`src/rtl/if_fetch_unit_pkg.sv`:
```
// ---------------------------------------------------------------------------
// if_fetch_unit_pkg
//
// Purpose:
//   Shared definitions for the instruction fetch front end and its helpers.
//   It holds the fetch FSM state encoding, the instruction-word value used as
//   a pipeline bubble, and the size of one instruction in bytes.
//
// Contents:
//   fetch_state_t  - IDLE / FETCH / HOLD / DRAIN
//   BUBBLE_INST    - all-zero word; the same value an IF/ID flush produces
//   INST_BYTES     - PC stride between consecutive instructions
// ---------------------------------------------------------------------------
package if_fetch_unit_pkg;

    // Fetch front-end states:
    //   IDLE  - waiting for the run enable, no memory traffic
    //   FETCH - a request is on the bus for pc_q
    //   HOLD  - a fetched word is parked in the skid buffer during a stall
    //   DRAIN - an abandoned request is being completed after a redirect
    typedef enum logic [1:0] {
        IDLE  = 2'd0,
        FETCH = 2'd1,
        HOLD  = 2'd2,
        DRAIN = 2'd3
    } fetch_state_t;

    // The bubble is an all-zero word so that a fetch-side bubble looks the
    // same to decode as a flushed IF/ID register.
    localparam logic [31:0] BUBBLE_INST = 32'b0;

    // Every instruction is one 32-bit word.
    localparam int unsigned INST_BYTES = 4;

endpackage : if_fetch_unit_pkg

```
`src/rtl/if_fetch_unit_skid_buf.sv`:
```
// ---------------------------------------------------------------------------
// fetch_skid_buf
//
// Purpose:
//   Single-entry holding register for one fetched {pc, instruction} pair.
//   The fetch unit parks a word here when memory acknowledges in a cycle
//   where the downstream stage is stalled. Without it, the word would have to
//   be fetched again, which would duplicate a memory access.
//
// Ports:
//   i_clk    - clock, all updates on the rising edge
//   i_rst    - synchronous active-high reset, empties the entry
//   i_load   - capture i_pc / i_inst and mark the entry full
//   i_clear  - empty the entry (wins over i_load)
//   i_pc     - PC of the word being parked
//   i_inst   - instruction word being parked
//   o_pc     - parked PC
//   o_inst   - parked instruction word
//   o_full   - entry holds a real instruction
// ---------------------------------------------------------------------------
module fetch_skid_buf
    import if_fetch_unit_pkg::*;
#(
    parameter int XLEN = 32
) (
    input  logic            i_clk,
    input  logic            i_rst,
    input  logic            i_load,
    input  logic            i_clear,
    input  logic [XLEN-1:0] i_pc,
    input  logic [XLEN-1:0] i_inst,
    output logic [XLEN-1:0] o_pc,
    output logic [XLEN-1:0] o_inst,
    output logic            o_full
);

    logic [XLEN-1:0] r_pc;
    logic [XLEN-1:0] r_inst;
    logic            r_full;

    // Storage for the single parked entry. A clear empties the entry and
    // also returns the data to the bubble value, so a stale word can never
    // leak out even if someone reads the data without checking the flag.
    // Clear wins over load because a redirect that arrives in the same cycle
    // as a stalled ack has to throw the acked word away.
    always_ff @(posedge i_clk) begin
        if (i_rst || i_clear) begin
            r_pc   <= '0;
            r_inst <= XLEN'(BUBBLE_INST);
            r_full <= 1'b0;
        end else if (i_load) begin
            r_pc   <= i_pc;
            r_inst <= i_inst;
            r_full <= 1'b1;
        end
    end

    assign o_pc   = r_pc;
    assign o_inst = r_inst;
    assign o_full = r_full;

endmodule : fetch_skid_buf

```
`src/rtl/if_fetch_unit.sv`:
```
// ---------------------------------------------------------------------------
// if_fetch_unit
//
// Purpose:
//   Instruction fetch front end. It owns the program counter and fetches
//   words from instruction memory over a req/ack handshake. It writes
//   {PC, instruction, valid} into the IF/ID boundary and obeys the same stall
//   and flush (redirect) controls that the IF/ID register receives from the
//   hazard unit. Multi-cycle memory, redirects and backpressure are handled
//   so that no instruction is lost or delivered twice.
//
// Parameters:
//   XLEN      - width of PC and instruction words
//   RESET_PC  - PC loaded at reset
//
// Ports:
//   clk_i          - clock
//   rst_i          - synchronous active-high reset
//   start_i        - run enable, only looked at while IDLE
//   stall_i        - downstream stall, delivered outputs must hold
//   redirect_i     - branch taken / flush
//   redirect_pc_i  - new fetch address (low two bits ignored)
//   imem_req_o     - memory request
//   imem_addr_o    - memory request address
//   imem_ack_i     - single-cycle data-valid strobe from memory
//   imem_rdata_i   - instruction word, meaningful while imem_ack_i=1
//   PC_o           - PC of the delivered instruction
//   instruction_o  - delivered instruction
//   inst_valid_o   - delivered pair is a real instruction
// ---------------------------------------------------------------------------
module if_fetch_unit
    import if_fetch_unit_pkg::*;
#(
    parameter int              XLEN     = 32,
    parameter logic [XLEN-1:0] RESET_PC = '0
) (
    input  logic            clk_i,
    input  logic            rst_i,
    input  logic            start_i,
    input  logic            stall_i,
    input  logic            redirect_i,
    input  logic [XLEN-1:0] redirect_pc_i,
    output logic            imem_req_o,
    output logic [XLEN-1:0] imem_addr_o,
    input  logic            imem_ack_i,
    input  logic [XLEN-1:0] imem_rdata_i,
    output logic [XLEN-1:0] PC_o,
    output logic [XLEN-1:0] instruction_o,
    output logic            inst_valid_o
);

    localparam logic [XLEN-1:0] PC_STEP   = XLEN'(INST_BYTES);
    localparam logic [XLEN-1:0] BUBBLE    = XLEN'(BUBBLE_INST);
    localparam logic [XLEN-1:0] ALIGN_MSK = ~XLEN'(3);

    // Architectural state of the front end.
    fetch_state_t    r_state;
    logic [XLEN-1:0] r_pc;
    logic [XLEN-1:0] r_drainAddr;
    logic [XLEN-1:0] r_pcOut;
    logic [XLEN-1:0] r_instOut;
    logic            r_validOut;

    // Next-state values computed by the combinational process.
    fetch_state_t    w_nextState;
    logic [XLEN-1:0] w_nextPc;
    logic [XLEN-1:0] w_nextDrainAddr;
    logic [XLEN-1:0] w_nextPcOut;
    logic [XLEN-1:0] w_nextInstOut;
    logic            w_nextValidOut;

    // Skid buffer control and read-back.
    logic            w_skidLoad;
    logic            w_skidClear;
    logic [XLEN-1:0] w_skidPc;
    logic [XLEN-1:0] w_skidInst;
    logic            w_skidFull;

    // Helper terms.
    logic            w_reqActive;
    logic [XLEN-1:0] w_pcPlus;
    logic [XLEN-1:0] w_redirectTarget;

    // Single parked word used when memory answers during a stall.
    fetch_skid_buf #(
        .XLEN (XLEN)
    ) u_skid (
        .i_clk   (clk_i),
        .i_rst   (rst_i),
        .i_load  (w_skidLoad),
        .i_clear (w_skidClear),
        .i_pc    (r_pc),
        .i_inst  (imem_rdata_i),
        .o_pc    (w_skidPc),
        .o_inst  (w_skidInst),
        .o_full  (w_skidFull)
    );

    // A request is on the bus in FETCH (for the current pc) and in DRAIN (for
    // the address that was outstanding when a redirect arrived). DRAIN needs
    // its own copy of the address because the redirect has already replaced
    // pc_q, yet the memory expects the address to stay put until it acks.
    // The PC increment wraps naturally at 2^XLEN, and redirect targets are
    // forced to word alignment.
    always_comb begin
        w_reqActive      = (r_state == FETCH) || (r_state == DRAIN);
        w_pcPlus         = r_pc + PC_STEP;
        w_redirectTarget = redirect_pc_i & ALIGN_MSK;
    end

    assign imem_req_o    = w_reqActive;
    assign imem_addr_o   = (r_state == DRAIN) ? r_drainAddr : r_pc;
    assign PC_o          = r_pcOut;
    assign instruction_o = r_instOut;
    assign inst_valid_o  = r_validOut;

    // Next-state and output-register logic for the fetch FSM.
    //
    // A redirect is handled first and overrides everything else: the target
    // becomes the new pc_q, the delivered pair turns into a bubble even while
    // stalled (the instruction is on the wrong path), and any parked word is
    // dropped. If a request is still open without an ack, the bus must keep
    // the old address until memory answers, so the FSM goes to DRAIN and
    // throws that answer away. Otherwise fetching restarts at the target on
    // the next cycle. In IDLE a redirect only moves pc_q.
    //
    // Without a redirect:
    //   FETCH with ack and no stall delivers the word and advances pc_q.
    //   FETCH with ack under stall cannot overwrite the held outputs, so the
    //   word is parked in the skid buffer and pc_q still advances. This way
    //   the word is neither refetched nor lost.
    //   FETCH without ack emits a bubble once downstream has taken the
    //   current pair, and holds the outputs while stalled.
    //   HOLD stays off the bus and releases the parked word when the stall
    //   clears.
    //   DRAIN waits for the stale ack and then resumes at pc_q.
    always_comb begin
        w_nextState     = r_state;
        w_nextPc        = r_pc;
        w_nextDrainAddr = r_drainAddr;
        w_nextPcOut     = r_pcOut;
        w_nextInstOut   = r_instOut;
        w_nextValidOut  = r_validOut;
        w_skidLoad      = 1'b0;
        w_skidClear     = 1'b0;

        if (redirect_i) begin
            w_nextPc = w_redirectTarget;
            if (r_state != IDLE) begin
                w_nextPcOut    = '0;
                w_nextInstOut  = BUBBLE;
                w_nextValidOut = 1'b0;
                w_skidClear    = 1'b1;
                if (w_reqActive && !imem_ack_i) begin
                    w_nextState = DRAIN;
                    if (r_state == FETCH) begin
                        w_nextDrainAddr = r_pc;
                    end
                end else begin
                    w_nextState = FETCH;
                end
            end
        end else begin
            case (r_state)
                IDLE: begin
                    if (start_i) begin
                        w_nextState = FETCH;
                    end
                end

                FETCH: begin
                    if (imem_ack_i) begin
                        w_nextPc = w_pcPlus;
                        if (stall_i) begin
                            w_skidLoad  = 1'b1;
                            w_nextState = HOLD;
                        end else begin
                            w_nextPcOut    = r_pc;
                            w_nextInstOut  = imem_rdata_i;
                            w_nextValidOut = 1'b1;
                        end
                    end else if (!stall_i) begin
                        w_nextPcOut    = '0;
                        w_nextInstOut  = BUBBLE;
                        w_nextValidOut = 1'b0;
                    end
                end

                HOLD: begin
                    if (!stall_i) begin
                        w_nextPcOut    = w_skidPc;
                        w_nextInstOut  = w_skidInst;
                        w_nextValidOut = w_skidFull;
                        w_skidClear    = 1'b1;
                        w_nextState    = FETCH;
                    end
                end

                DRAIN: begin
                    w_nextPcOut    = '0;
                    w_nextInstOut  = BUBBLE;
                    w_nextValidOut = 1'b0;
                    if (imem_ack_i) begin
                        w_nextState = FETCH;
                    end
                end

                default: begin
                    w_nextState = IDLE;
                end
            endcase
        end
    end

    // State register. Reset is synchronous and beats every other action,
    // including a half-finished memory transaction. The memory is reset along
    // with this block, so an abandoned request needs no cleanup here.
    always_ff @(posedge clk_i) begin
        if (rst_i) begin
            r_state     <= IDLE;
            r_pc        <= RESET_PC;
            r_drainAddr <= '0;
            r_pcOut     <= '0;
            r_instOut   <= BUBBLE;
            r_validOut  <= 1'b0;
        end else begin
            r_state     <= w_nextState;
            r_pc        <= w_nextPc;
            r_drainAddr <= w_nextDrainAddr;
            r_pcOut     <= w_nextPcOut;
            r_instOut   <= w_nextInstOut;
            r_validOut  <= w_nextValidOut;
        end
    end

endmodule : if_fetch_unit

```
`config.mk`:
```
export PLATFORM = sky130hd
export DESIGN_NAME = if_fetch_unit
export DESIGN_NICKNAME = d
export VERILOG_FILES = /design/src/rtl/if_fetch_unit_pkg.sv /design/src/rtl/if_fetch_unit_skid_buf.sv /design/src/rtl/if_fetch_unit.sv
export SDC_FILE = /design/constraint.sdc
export NUM_CORES = 1
export LEC_CHECK = 0
export ABC_AREA = 1
export BUFFER_PORTS_ARGS = -buffer_cell sky130_fd_sc_hd__buf_4
export CORE_UTILIZATION = 45
export CTS_CLUSTER_DIAMETER = 60
export DETAILED_ROUTE_END_ITERATION = 10
export PLACE_DENSITY = 0.69
export RECOVER_POWER = 100
export SETUP_SLACK_MARGIN = 0.4
export SLEW_MARGIN = 10
export SYNTH_ARGS = -nofsm -noshare
export SYNTH_HDL_FRONTEND = slang
export SYNTH_SLANG_ARGS = --single-unit
export TNS_END_PERCENT = 100
```
`constraint.sdc`:
```
create_clock -name clk_i -period 2 [get_ports clk_i]
set_input_delay 0.4 -clock clk_i [delete_from_list [all_inputs] [get_ports clk_i]]
set_output_delay 0.4 -clock clk_i [all_outputs]
set_load 0.005 [all_outputs]
```
### Word-level counts from Yosys, hierarchy flattened

Index checks and enable logic that the tools add are counted.

* $add $sub $neg: 1
* equal/unequal tests: 10
* muxes and demuxes: 40
* reduce and logical (&&, ||, !) cells: 15

Operator list (count)
* $mux W32: 14
* $pmux W32 S3: 2
* $add A32 B3 Y32 const B: 1
* $ne A3 B3 Y1 const B: 6
* $mux W2: 8
* $mux W1: 14
* $pmux W2 S4: 1
* $reduce_and A4 Y1: 2
* $reduce_and A6 Y1: 1
* $reduce_bool A2 Y1: 3
* $eq A2 B2 Y1 const B: 2
* $reduce_and A2 Y1: 2
* $reduce_bool A4 Y1: 1
* $pmux W1 S3: 1
* $eq A2 B1 Y1 const B: 1
* $logic_not A2 Y1: 1
* $logic_or A1 B1 Y1: 2
* $ne A2 B1 Y1 const B: 1
* $reduce_or A2 Y1: 1
* $logic_and A1 B1 Y1: 1
* $logic_not A1 Y1: 1

* register bits after elaboration: 196
* input port bits: 70

### Depth between registers and ports, before layout

Gate-level depths: netlist (run 1).

* depth in word-level cells: 6
* gate-level depth with buffers: 11
* gate-level depth less buffers: 11

### Cells and area by module

Synthesis (run 1) repeated with hierarchy kept, for this count alone.

* cell total of the unflattened synthesis: 1451
* area total of the unflattened synthesis: 9529.1 um^2

Modules (own cells, without submodules)
* if_fetch_unit: times used 1, cells an instance 1043, area an instance 6874.1 um^2, sequential area each 2542.4 um^2
* fetch_skid_buf: times used 1, cells an instance 408, area an instance 2655.0 um^2, sequential area each 1301.2 um^2

### Worst setup path before layout (run 1)

Ideal clock, no wire load.

* path kind: register to register
* from: register r_state[0]
* to: register r_pcOut[24], in the netlist PC_o[24]
* library setup time: 117 ps
* arrival time: 1539 ps
* required time: 1883 ps
* path slack: 344 ps
* cell stages (with the launch flop): 10
* buffers on the path: 1
* clock period less this slack: 1656 ps
* cells stage by stage: dfxtp_1 inv_1 ha_1 a21oi_1 nor2_1 nor3_4 inv_2 buf_2 a21oi_1 nor2_1

* word-level cells in the longest chain between the ends: 3

RTL lines
* start, declared: RTL line if_fetch_unit.sv:57 `fetch_state_t r_state;`
* start signal, assigned: RTL line if_fetch_unit.sv:227 `r_state <= w_nextState;`
* $eq A2 B1 Y1 (tied with other cells): RTL line if_fetch_unit.sv:164 `case (r_state)`
* $ne A3 B3 Y1 (no line) (tied with other cells)
* $reduce_and A4 Y1 (no line) / $mux W32 (equally long branches)
* end signal, assigned: RTL line if_fetch_unit.sv:230 `r_pcOut <= w_nextPcOut;`
* end, declared: RTL line if_fetch_unit.sv:60 `logic [XLEN-1:0] r_pcOut;`

Parallel ways exist; a longest one is shown, timed or not.
A chain may end at the register's enable or synchronous reset.

### Final worst setup path (run 1)

* from: register r_state[0]
* to: output imem_addr_o[28]

* word-level cells in the longest chain between the ends: 2

RTL lines
* $eq A2 B2 Y1: RTL line if_fetch_unit.sv:112 `assign imem_addr_o = (r_state == DRAIN) ? r_drainAddr : r_pc;`
* $mux W32: RTL line if_fetch_unit.sv:112
* end, declared: RTL line if_fetch_unit.sv:44 `output logic [XLEN-1:0] imem_addr_o,`

Every way passes these cells.

==> results of run 1 <==
==> cell usage in the layout (no fill, tap or decap), types with 5 or more instances in the layout <==
master,synthesis,layout
xor2_1,8,8
inv_1,62,58
buf_4,10,127
clkbuf_4,0,56
buf_6,0,10
o211a_1,35,35
a211oi_2,1,16
a31oi_1,10,10
nor2_4,2,7
clkbuf_1,45,9
a21oi_1,113,95
clkbuf_16,0,33
inv_2,5,5
buf_8,0,5
o21ai_2,0,34
inv_8,0,7
dfxtp_1,188,184
a211oi_1,26,11
a21oi_2,0,12
o21ai_0,163,87
a22oi_1,35,35
buf_12,0,15
nor2_2,0,9
o21ai_1,3,41
a21oi_4,0,6
nand3_1,33,31
nor2_1,110,96
nand2_1,264,261
==> layer usage <==
| metal | share of wire, % | up-vias | wire [microns] | global-route usage [%] |
|---|---|---|---|---|
| li1 | - | 4344 | - | - |
| met4 | 2.2 | 0 | 637 | 8.79 |
| met1 | 45 | 4368 | 13000 | 38.8 |
| met3 | 6.6 | 43 | 1930 | 4.62 |
| met2 | 47 | 397 | 13600 | 41.0 |
| met5 | 0 | - | 0 | 0 |
==> layout make-up <==
class / count / share of cell area, %
clock inverters: 15 / 1.39
inverters: 67 / 2.33
well taps: 234 / 2.41
flip-flops and latches: 188 / 31.0
repair buffers: 245 / 20.1
multi-input cells: 832 / 38.8
clock buffers: 17 / 3.50
repair inverters: 2 / 0.340
==> what timing repair did <==
action	in CTS	in global routing
gates cloned	6	20
buffers inserted	16	11
resized for setup	85	169
pin swaps	8	32
setup endpoints to repair	213	214
==> flip-flops by register name, indices dropped and copies added, names as in the netlist, 2 cells and up <==
signal / cells
r_state: 2
u_skid.o_pc: 30
r_pc: 30
instruction_o: 32
u_skid.o_inst: 32
r_drainAddr: 30
PC_o: 30
==> power groups by stage <==
stage,clock network (uW),registers [uW],logic (uW)
finish,3430,4460,4120
global route,3600,4500,4380
global placement,0,4510,2620
CTS,3450,4440,3190
floorplan,0,4500,1460
detailed placement,0,4520,2650
==> logic make-up after synthesis <==
family / count (synthesis)
other: 1
buffers and inverters: 157
AOI/OAI and AO/OA: 390
DFF: 188
adders and majority gates: 5
and+or+nand+nor: 423
xor gates and xnor gates: 10
==> stage by stage <==
stage	instance area, sq um	TNS, ns	setup WS [ns]	power (uW)
after floorplan	8620	0	0.389	5950
after global placement	10100	0	0.0784	7130
after detailed placement	10100	0	0.0121	7160
after CTS	11200	0	0.0110	11100
after global routing	12200	-0.00145	-0.00145	12500
final	12200	0	0.0156	12000
==> worst max-delay path, delay by kind of cell, from the launching register on <==
family,cells,cell delay [ns]
adder cells (fa/ha/maj),1,0.24
AO/OA/AOI/OAI,1,0.09
flip-flops,1,0.37
AND/OR/NAND/NOR,1,0.08
buffers and inverters,2,0.37
==> Yosys cell counts, types with 2 or more instances <==
| master | instances |
|---|---|
| nor2_4 | 2 |
| xnor2_1 | 2 |
| buf_4 | 10 |
| o211a_1 | 35 |
| nand3_1 | 33 |
| o21ai_0 | 163 |
| inv_2 | 5 |
| ha_1 | 5 |
| o21ai_1 | 3 |
| nor3b_1 | 2 |
| nand2_1 | 264 |
| nand4_1 | 2 |
| a22oi_1 | 35 |
| xor2_1 | 8 |
| nor3_1 | 6 |
| clkbuf_2 | 5 |
| dfxtp_1 | 188 |
| inv_1 | 62 |
| clkbuf_1 | 45 |
| buf_2 | 27 |
| buf_1 | 3 |
| nor2_1 | 110 |
| a21oi_1 | 113 |
| a31oi_1 | 10 |
| a211oi_1 | 26 |
==> worst paths after layout <==
kind / to / slack (ns)
worst min-delay path: u_skid.o_inst[5] / 0.23
worst min register to register: u_skid.o_inst[7] / 0.47
worst max-delay path: imem_addr_o[28] / 0.02
worst max register to register: instruction_o[10] / 0.08
==> metrics.md, run 1 <==
| Metric | Value |
|---|---|
| Total global routing overflow | `0` |
| Final ANT Viol Nets | `0` |
| Least-Margin Pin Slew | `between 0.5 and 0.6 ns` |
| Synthesized instance count | `1,174` |
| Worst Path Class, Setup | `reg -> out` |
| CTS max path bufs | `2` |
| Fin crit share | `between 90% and 100%` |
| P&R area growth vs syn | `41.6%` |
| Sequential share of power | `between 30% and 40%` |
| Largest area contributor in the netlist | `dfxtp_1` |
| Hold_sp | `imem_rdata_i[5]` |
| Core footprint | `18,700 sq um` |
| WL/cell | `18.3 microns` |
| Skew final | `0.00928 ns` |
| Sw Pwr | `4090 uW` |
| Total GRT Usage | `27.0%` |
| Die W | `roughly 140 microns` |
| Vias per cell | `5.72` |
| Hold buffer count at CTS | `0` |
| CP startpoint | `r_state[0]` |
| CP endpoint kind | `output port` |
| Cell area after synthesis | `8580 sq um` |
| Clock tree from TritonCTS | `built` |
| Adder-Cell Fraction of Synth Area | `less than 1%` |
| Max Clock Freq | `504 MHz` |
| Clock group share of total power | `between 20% and 30%` |
| Hold Crit Class | `in -> reg` |
| Global-route wire length before repair | `42,200 microns` |
| Worst EP arrival | `1.58 ns` |
| Final-report setup violation count | `0` |
| Synth Area in XOR/XNOR | `about 1.0%` |
| Drt first pass iters | `6` |
| Internal power | `7910 uW` |
| DR vias | `9,152` |
| Initial core utilization | `45.9%` |
| Final Util | `about two thirds` |
| H-tree Lvls | `4` |
| Final slew viol count | `0` |
| Sw frac | `34.1%` |
| Status | `finished clean` |
| Largest net degree at the start of global routing | `70` |
| Worst-path clk slew | `0.08 ns` |
| Fillers | `1,562` |
| Placed Cells | `around 1,500` |
| Fraction of synthesized area in multiplexers | `0%` |
| RSZ-0062 raised after global routing | `yes` |
| Total die area | `19,600 sq um` |
| Fin cells | `1,600` |
| Hold Violations, Final | `0` |
| Antenna Cells | `0` |
| Die Y | `140 microns` |
| CP max FO | `13` |
| PD cells | `987 nW/um^2` |
| Min Tclk post-route | `1.98 ns` |
| Row count | `50` |
| #FFs+latches synth | `188` |
| CTS root buf | `clkbuf_16` |
| Final nets | `between 1,000 and 1,500` |
| Share of post-route cells with drive strength above 1 | `28.4%` |
| # DRC | `0` |
| Combinational family with the most area after synthesis | `compound AO/OA/AOI/OAI gates` |
| Worst r2r src | `r_state[0]` |
| Syn Area/Cell | `7.31 sq um` |
| Dpl hpwl | `16,900 microns` |
| WP data required | `1.60 ns` |
| Synth async-reset ratio | `0%` |
| Worst reg2reg path depth | `10` |
| GPL Wtd Cong | `0.884` |
| Peak VDD IR | `0.000673 V` |
| Post-synthesis simple-gate area fraction | `19.7%` |
| Initial DRC Count | `884` |
| Leading register cell type out of synthesis | `dfxtp_1` |
| Crit-path slowest cell | `dfxtp_4` |
| Sequential area share after synthesis | `43.8%` |
| Worst Setup Start Kind | `flip-flop` |
| CP max stage delay | `0.37 ns` |
| Slew Limit Headroom | `about 66%` |
| Number of synthesized flops with an enable pin | `0` |
| Initial antenna violation count | `0` |
| Unique masters post-synth | `35` |
| Io pins | `168` |
| Hold path cells | `3` |
| Area of the multi-input gates | `4720 sq um` |
| Hold Slack | `between 0.2 and 0.25 ns` |
| PortBufs | `161` |
| Clock Latency Late Sink | `approximately 0.44 ns` |
| Complex-gate fraction of the synthesized area | `26.9%` |
| Top cells by area, synth | `dfxtp_1 44%, nand2_1 12%, o21ai_0 9.5%` |
| Total Wirelength | `29,200 microns` |
| CP cell instances | `ha_4 -> clkbuf_16 -> nand2_1 -> o21ai_2 -> buf_4` |
| FF/Latch Area | `between 3000 and 4000 sq um` |
| LEAKAGE | `0.00506 uW` |
| Comb power frac | `34.3%` |
| Max Cap Violations | `0` |
| Ys Warns | `0` |
| Yosys top cell area share | `43.8%` |
| Clock Sinks | `188` |
| Num CTS Buffers | `17` |
| Vias in the first global route | `7,996` |
Power figures use the tool's default switching activity.
==> inputs of run 2 (changes only) <==
--- a/config.mk
+++ b/config.mk
@@ -7,11 +7,13 @@
 export LEC_CHECK = 0
 export ABC_AREA = 1
 export BUFFER_PORTS_ARGS = -buffer_cell sky130_fd_sc_hd__buf_4
-export CORE_UTILIZATION = 45
+export CELL_PAD_IN_SITES_DETAIL_PLACEMENT = 2
+export CELL_PAD_IN_SITES_GLOBAL_PLACEMENT = 2
+export CORE_UTILIZATION = 31
 export CTS_CLUSTER_DIAMETER = 60
+export CTS_CLUSTER_SIZE = 16
 export DETAILED_ROUTE_END_ITERATION = 10
-export PLACE_DENSITY = 0.69
-export RECOVER_POWER = 100
+export PLACE_DENSITY = 0.82
 export SETUP_SLACK_MARGIN = 0.4
 export SLEW_MARGIN = 10
 export SYNTH_ARGS = -nofsm -noshare
==> run 2 against run 1 <==
Compared with the run above: the flow now stops in 5_1_grt; synthesized area stayed put; synthesized cell count is the same.
==> metrics.md, run 2 <==
| Metric | Value |
|---|---|
| Status | `aborted with a tool error (was finished clean)` |
| Stop stage | `5_1_grt` |
| Err | `[ERROR DPL-0033] detailed placement checks failed during check placement.` |
| Largest area contributor in the netlist | `dfxtp_1 (unchanged)` |
| Die W | `168 microns (was 140 microns)` |
| Hold buffer count at CTS | `0 (unchanged)` |
| Syn Area/Cell | `7.31 sq um (unchanged)` |
| PortBufs | `161 (unchanged)` |
| Synth async-reset ratio | `0% (unchanged)` |
| H-tree Lvls | `4 (unchanged)` |
| Pre-CTS worst setup slack | `-0.0543 ns (was 0.0121 ns)` |
| Unique masters post-synth | `35 (unchanged)` |
| Top cells by area, synth | `dfxtp_1 44%, nand2_1 12%, o21ai_0 9.5% (unchanged)` |
| Io pins | `168 (unchanged)` |
| Sequential area share after synthesis | `43.8% (unchanged)` |
| CTS max path bufs | `2 (unchanged)` |
| Clock Sinks | `188 (unchanged)` |
| Ys Warns | `0 (unchanged)` |
| Initial antenna violation count | `1` |
| Most common cell in the netlist | `nand2_1 (unchanged)` |
| Number of synthesized flops with an enable pin | `0 (unchanged)` |
| Row count | `60 (was 50)` |
| Dpl hpwl | `21,600 microns (was 16,900 microns)` |
| Most instantiated cells after synthesis | `264 x nand2_1, 188 x dfxtp_1, 163 x o21ai_0, 113 x a21oi_1, 110 x nor2_1 (unchanged)` |
| Worst_ep grt | `instruction_o[4]$_SDFFE_PP0P_/D` |
| Die Y | `168 microns (was 140 microns)` |
| Synthesized instance count | `1,174 (unchanged)` |
| Num CTS Buffers | `17 (unchanged)` |
| #FFs+latches synth | `188 (unchanged)` |
| DP Area | `10,200 sq um (was 10,100 sq um)` |
| Yosys top cell area share | `43.8% (unchanged)` |
| Largest net degree at the start of global routing | `93` |
| Worst endpoint pin kind | `sequential cell input` |
| Initial core utilization | `31.8% (was 45.9%)` |
| GPL Wtd Cong | `0.827 (was 0.884)` |
| Cell area after synthesis | `8580 sq um (unchanged)` |
| CTS root buf | `clkbuf_16 (unchanged)` |
| Leading register cell type out of synthesis | `dfxtp_1 (unchanged)` |
[run 2: cell counts after synthesis]
No cell type changed its count.
[run 2: through the flow]
step / cells / hold slack, ns
after floorplan: 1177 / 0.440
after global placement: 1626 / 0.448
after detailed placement: 1626 / 0.458
after CTS: 1741 / 0.197
[run 2: logic make-up after synthesis]
| family | Yosys count | share of synthesized area [%] |
|---|---|---|
| other cells | 1 | 0.0437 |
| xor+xnor | 10 | 1.02 |
| flops | 188 | 43.8 |
| buf+inv | 157 | 7.77 |
| simple gates | 423 | 19.7 |
| fa+ha+maj | 5 | 0.729 |
| compound gates | 390 | 26.9 |
[run 2: timing repair]
action	in CTS
hold endpoints to repair	0
gates resized for setup	362
pin swaps	52
endpoints found under the setup margin	215
gates cloned	35
buffers inserted	48
==> inputs of run 3 (changes only) <==
--- a/config.mk
+++ b/config.mk
@@ -7,14 +7,9 @@
 export LEC_CHECK = 0
 export ABC_AREA = 1
 export BUFFER_PORTS_ARGS = -buffer_cell sky130_fd_sc_hd__buf_4
-export CELL_PAD_IN_SITES_DETAIL_PLACEMENT = 2
-export CELL_PAD_IN_SITES_GLOBAL_PLACEMENT = 2
-export CORE_UTILIZATION = 31
-export CTS_CLUSTER_DIAMETER = 60
-export CTS_CLUSTER_SIZE = 16
+export CORE_UTILIZATION = 30
 export DETAILED_ROUTE_END_ITERATION = 10
-export PLACE_DENSITY = 0.82
-export SETUP_SLACK_MARGIN = 0.4
+export PLACE_DENSITY_LB_ADDON = 0.15
 export SLEW_MARGIN = 10
 export SYNTH_ARGS = -nofsm -noshare
 export SYNTH_HDL_FRONTEND = slang
==> run 3 against run 2 <==
Compared with the run above: the flow now finishes, with violations (setup timing).
==> metrics.md, run 3 (synthesized netlist as in run 1, its figures left out) <==
| Metric | Value |
|---|---|
| Initial core utilization | `30.7% (was 31.8%)` |
| WL/cell | `16.4 microns` |
| Largest net degree at the start of global routing | `86` |
| Crit path depth | `6` |
| Worst r2r src | `r_state[0]` |
| CP cell instances | `ha_4 -> buf_12 -> clkinvlp_4 -> nand2_2 -> nand2_2 -> buf_6` |
| WP data required | `1.60 ns` |
| Vias per cell | `4.92` |
| DP Area | `10,300 sq um (was 10,200 sq um)` |
| Max Clock Freq | `493 MHz` |
| Hold Crit Class | `in -> reg` |
| Row count | `61 (was 60)` |
| Vias in the first global route | `7,499` |
| Worst Setup Start Kind | `flip-flop` |
| Clock Latency Late Sink | `0.43 ns` |
| CP startpoint | `r_state[0]` |
| Total Wirelength | `~28,000 microns` |
| Worst Path Class, Setup | `reg -> out` |
| Cell area after layout | `about 11,000 sq um` |
| Hold Violations, Final | `0` |
| Hold buffer count at CTS | `0 (unchanged)` |
| Final WS setup | `-0.0300 ns` |
| Core footprint | `between 20,000 and 30,000 sq um` |
| Hold_sp | `imem_rdata_i[7]` |
| Drt first pass iters | `6` |
| CP max stage delay | `0.37 ns` |
| GPL Wtd Cong | `0.878 (was 0.827)` |
| Total global routing overflow | `0` |
| PortBufs | `161 (unchanged)` |
| CP delay by family, top | `buffers and inverters` |
| CTS max path bufs | `2 (unchanged)` |
| # DRC | `0` |
| Commonest non-fill, non-tap cell in the layout | `nand2_1` |
| Share of post-route cells with drive strength above 1 | `21.4%` |
| CP endpoint kind | `output port` |
| Fillers | `between 2,000 and 3,000` |
| P&R area growth vs syn | `30.8%` |
| Io pins | `168 (unchanged)` |
| Total die area | `29,300 sq um` |
| Fin crit share | `101%` |
| Clock Sinks | `188 (unchanged)` |
| Worst EP arrival | `between 1.5 and 2 ns` |
| Min Tclk post-route | `2.03 ns` |
| Die Y | `171 microns (was 168 microns)` |
| Worst-path clk slew | `0.08 ns` |
| Final nets | `1,396` |
| Final ANT Viol Nets | `0` |
| FF/Latch Area | `3770 sq um` |
| Crit path buf inv count | `3` |
| Initial antenna violation count | `0` |
| PD cells | `962 nW/um^2` |
| FF-to-FF setup slack | `0.12 ns` |
| CTS root buf | `clkbuf_16 (unchanged)` |
| Dpl hpwl | `18,600 microns (was 21,600 microns)` |
| Area of the multi-input gates | `4280 sq um` |
| CP max FO | `9` |
| Violated checks | `setup timing` |
| DR vias | `8,427` |
| Total GRT Usage | `18.6%` |
| Global-route wire length before repair | `about 42,000 microns` |
| RSZ-0062 raised after global routing | `yes` |
| Clock tree from TritonCTS | `built` |
| Setup_tns | `-0.128 ns` |
| Most frequent cells in the layout | `259 x nand2_1, 189 x buf_4, 186 x dfxtp_1` |
| Skew final | `approximately 0.011 ns` |
| Initial DRC Count | `776` |
| Die W | `171 microns (was 168 microns)` |
| CP Capture Point | `imem_addr_o[8]` |
| Num CTS Buffers | `17 (unchanged)` |
| Antenna Cells | `0` |
| Max Cap Violations | `0` |
| RR Endpoint | `instruction_o[4]` |
| Peak VDD IR | `0.000548 V` |
| Crit-path slowest cell | `dfxtp_4` |
| H-tree Lvls | `4 (unchanged)` |
| Status | `finished, violations left (was aborted with a tool error)` |
| Final slew viol count | `0` |
| Final Util | `40.2%` |
| Critical Path Most Common Cell | `nand2_2` |
| Final-report setup violation count | `6` |
| LEAKAGE | `between 0.004 and 0.005 uW` |
| Worst reg2reg path depth | `9` |
run 3: layout make-up:
class                      instances  area share, %
clock inverter                    14           1.11
timing repair buffer             215           16.7
tap                              378           4.21
multi-input combinational        832           38.1
clock buffer                      18           3.91
sequential                       188           33.6
inverter                          67           2.35
run 3: how the worst min path moves through the flow:
stage                   endpoint  slack (ns)  cells after the start
2_1_floorplan      u_skid.o_full        0.44                      2
3_3_place_gp   u_skid.o_inst[12]        0.45                      2
3_5_place_dp    u_skid.o_inst[7]        0.45                      2
4_1_cts        u_skid.o_inst[30]        0.21                      3
5_1_grt        u_skid.o_inst[27]        0.22                      3
6_report        u_skid.o_inst[7]        0.23                      3
run 3: per-layer routing:
metal / wire length (microns) / vias up / GRT usage (%)
met1: 14200 / 3950 / 28.0
li1: - / 4259 / -
met3: 1190 / 22 / 2.73
met2: 12300 / 196 / 27.4
met4: 360 / 0 / 4.66
met5: 0 / - / 0
run 3: tightest hold or removal path, cell delays in order:
cell and delay [ns]:
buf_4 0.11, nand2_1 0.05, a21oi_1 0.05
run 3: through the flow:
stage               cells  setup slack, ns  hold slack [ns]  total power [uW]
global route         1712          -0.0936            0.219             11400
detailed placement   1665           0.0539            0.453              7270
floorplan            1177            0.344            0.440              5930
global placement     1665           0.0714            0.448              7250
finish               1712          -0.0300            0.228             10800
CTS                  1698          -0.0560            0.207             10600
run 3: power by group:
part / total, uW / switching, uW / leakage [uW] / internal (uW)
Clock: 3320 / 1640 / 0.000282 / 1680
Combinational: 3050 / 1670 / 0.00287 / 1380
Sequential: 4440 / 258 / 0.00154 / 4180
run 3: repair_timing:
action,CTS,global route
pin swaps,1,7
resized for setup,16,54
endpoints found under the setup margin,29,151
buffers inserted,1,8
gates cloned,0,6
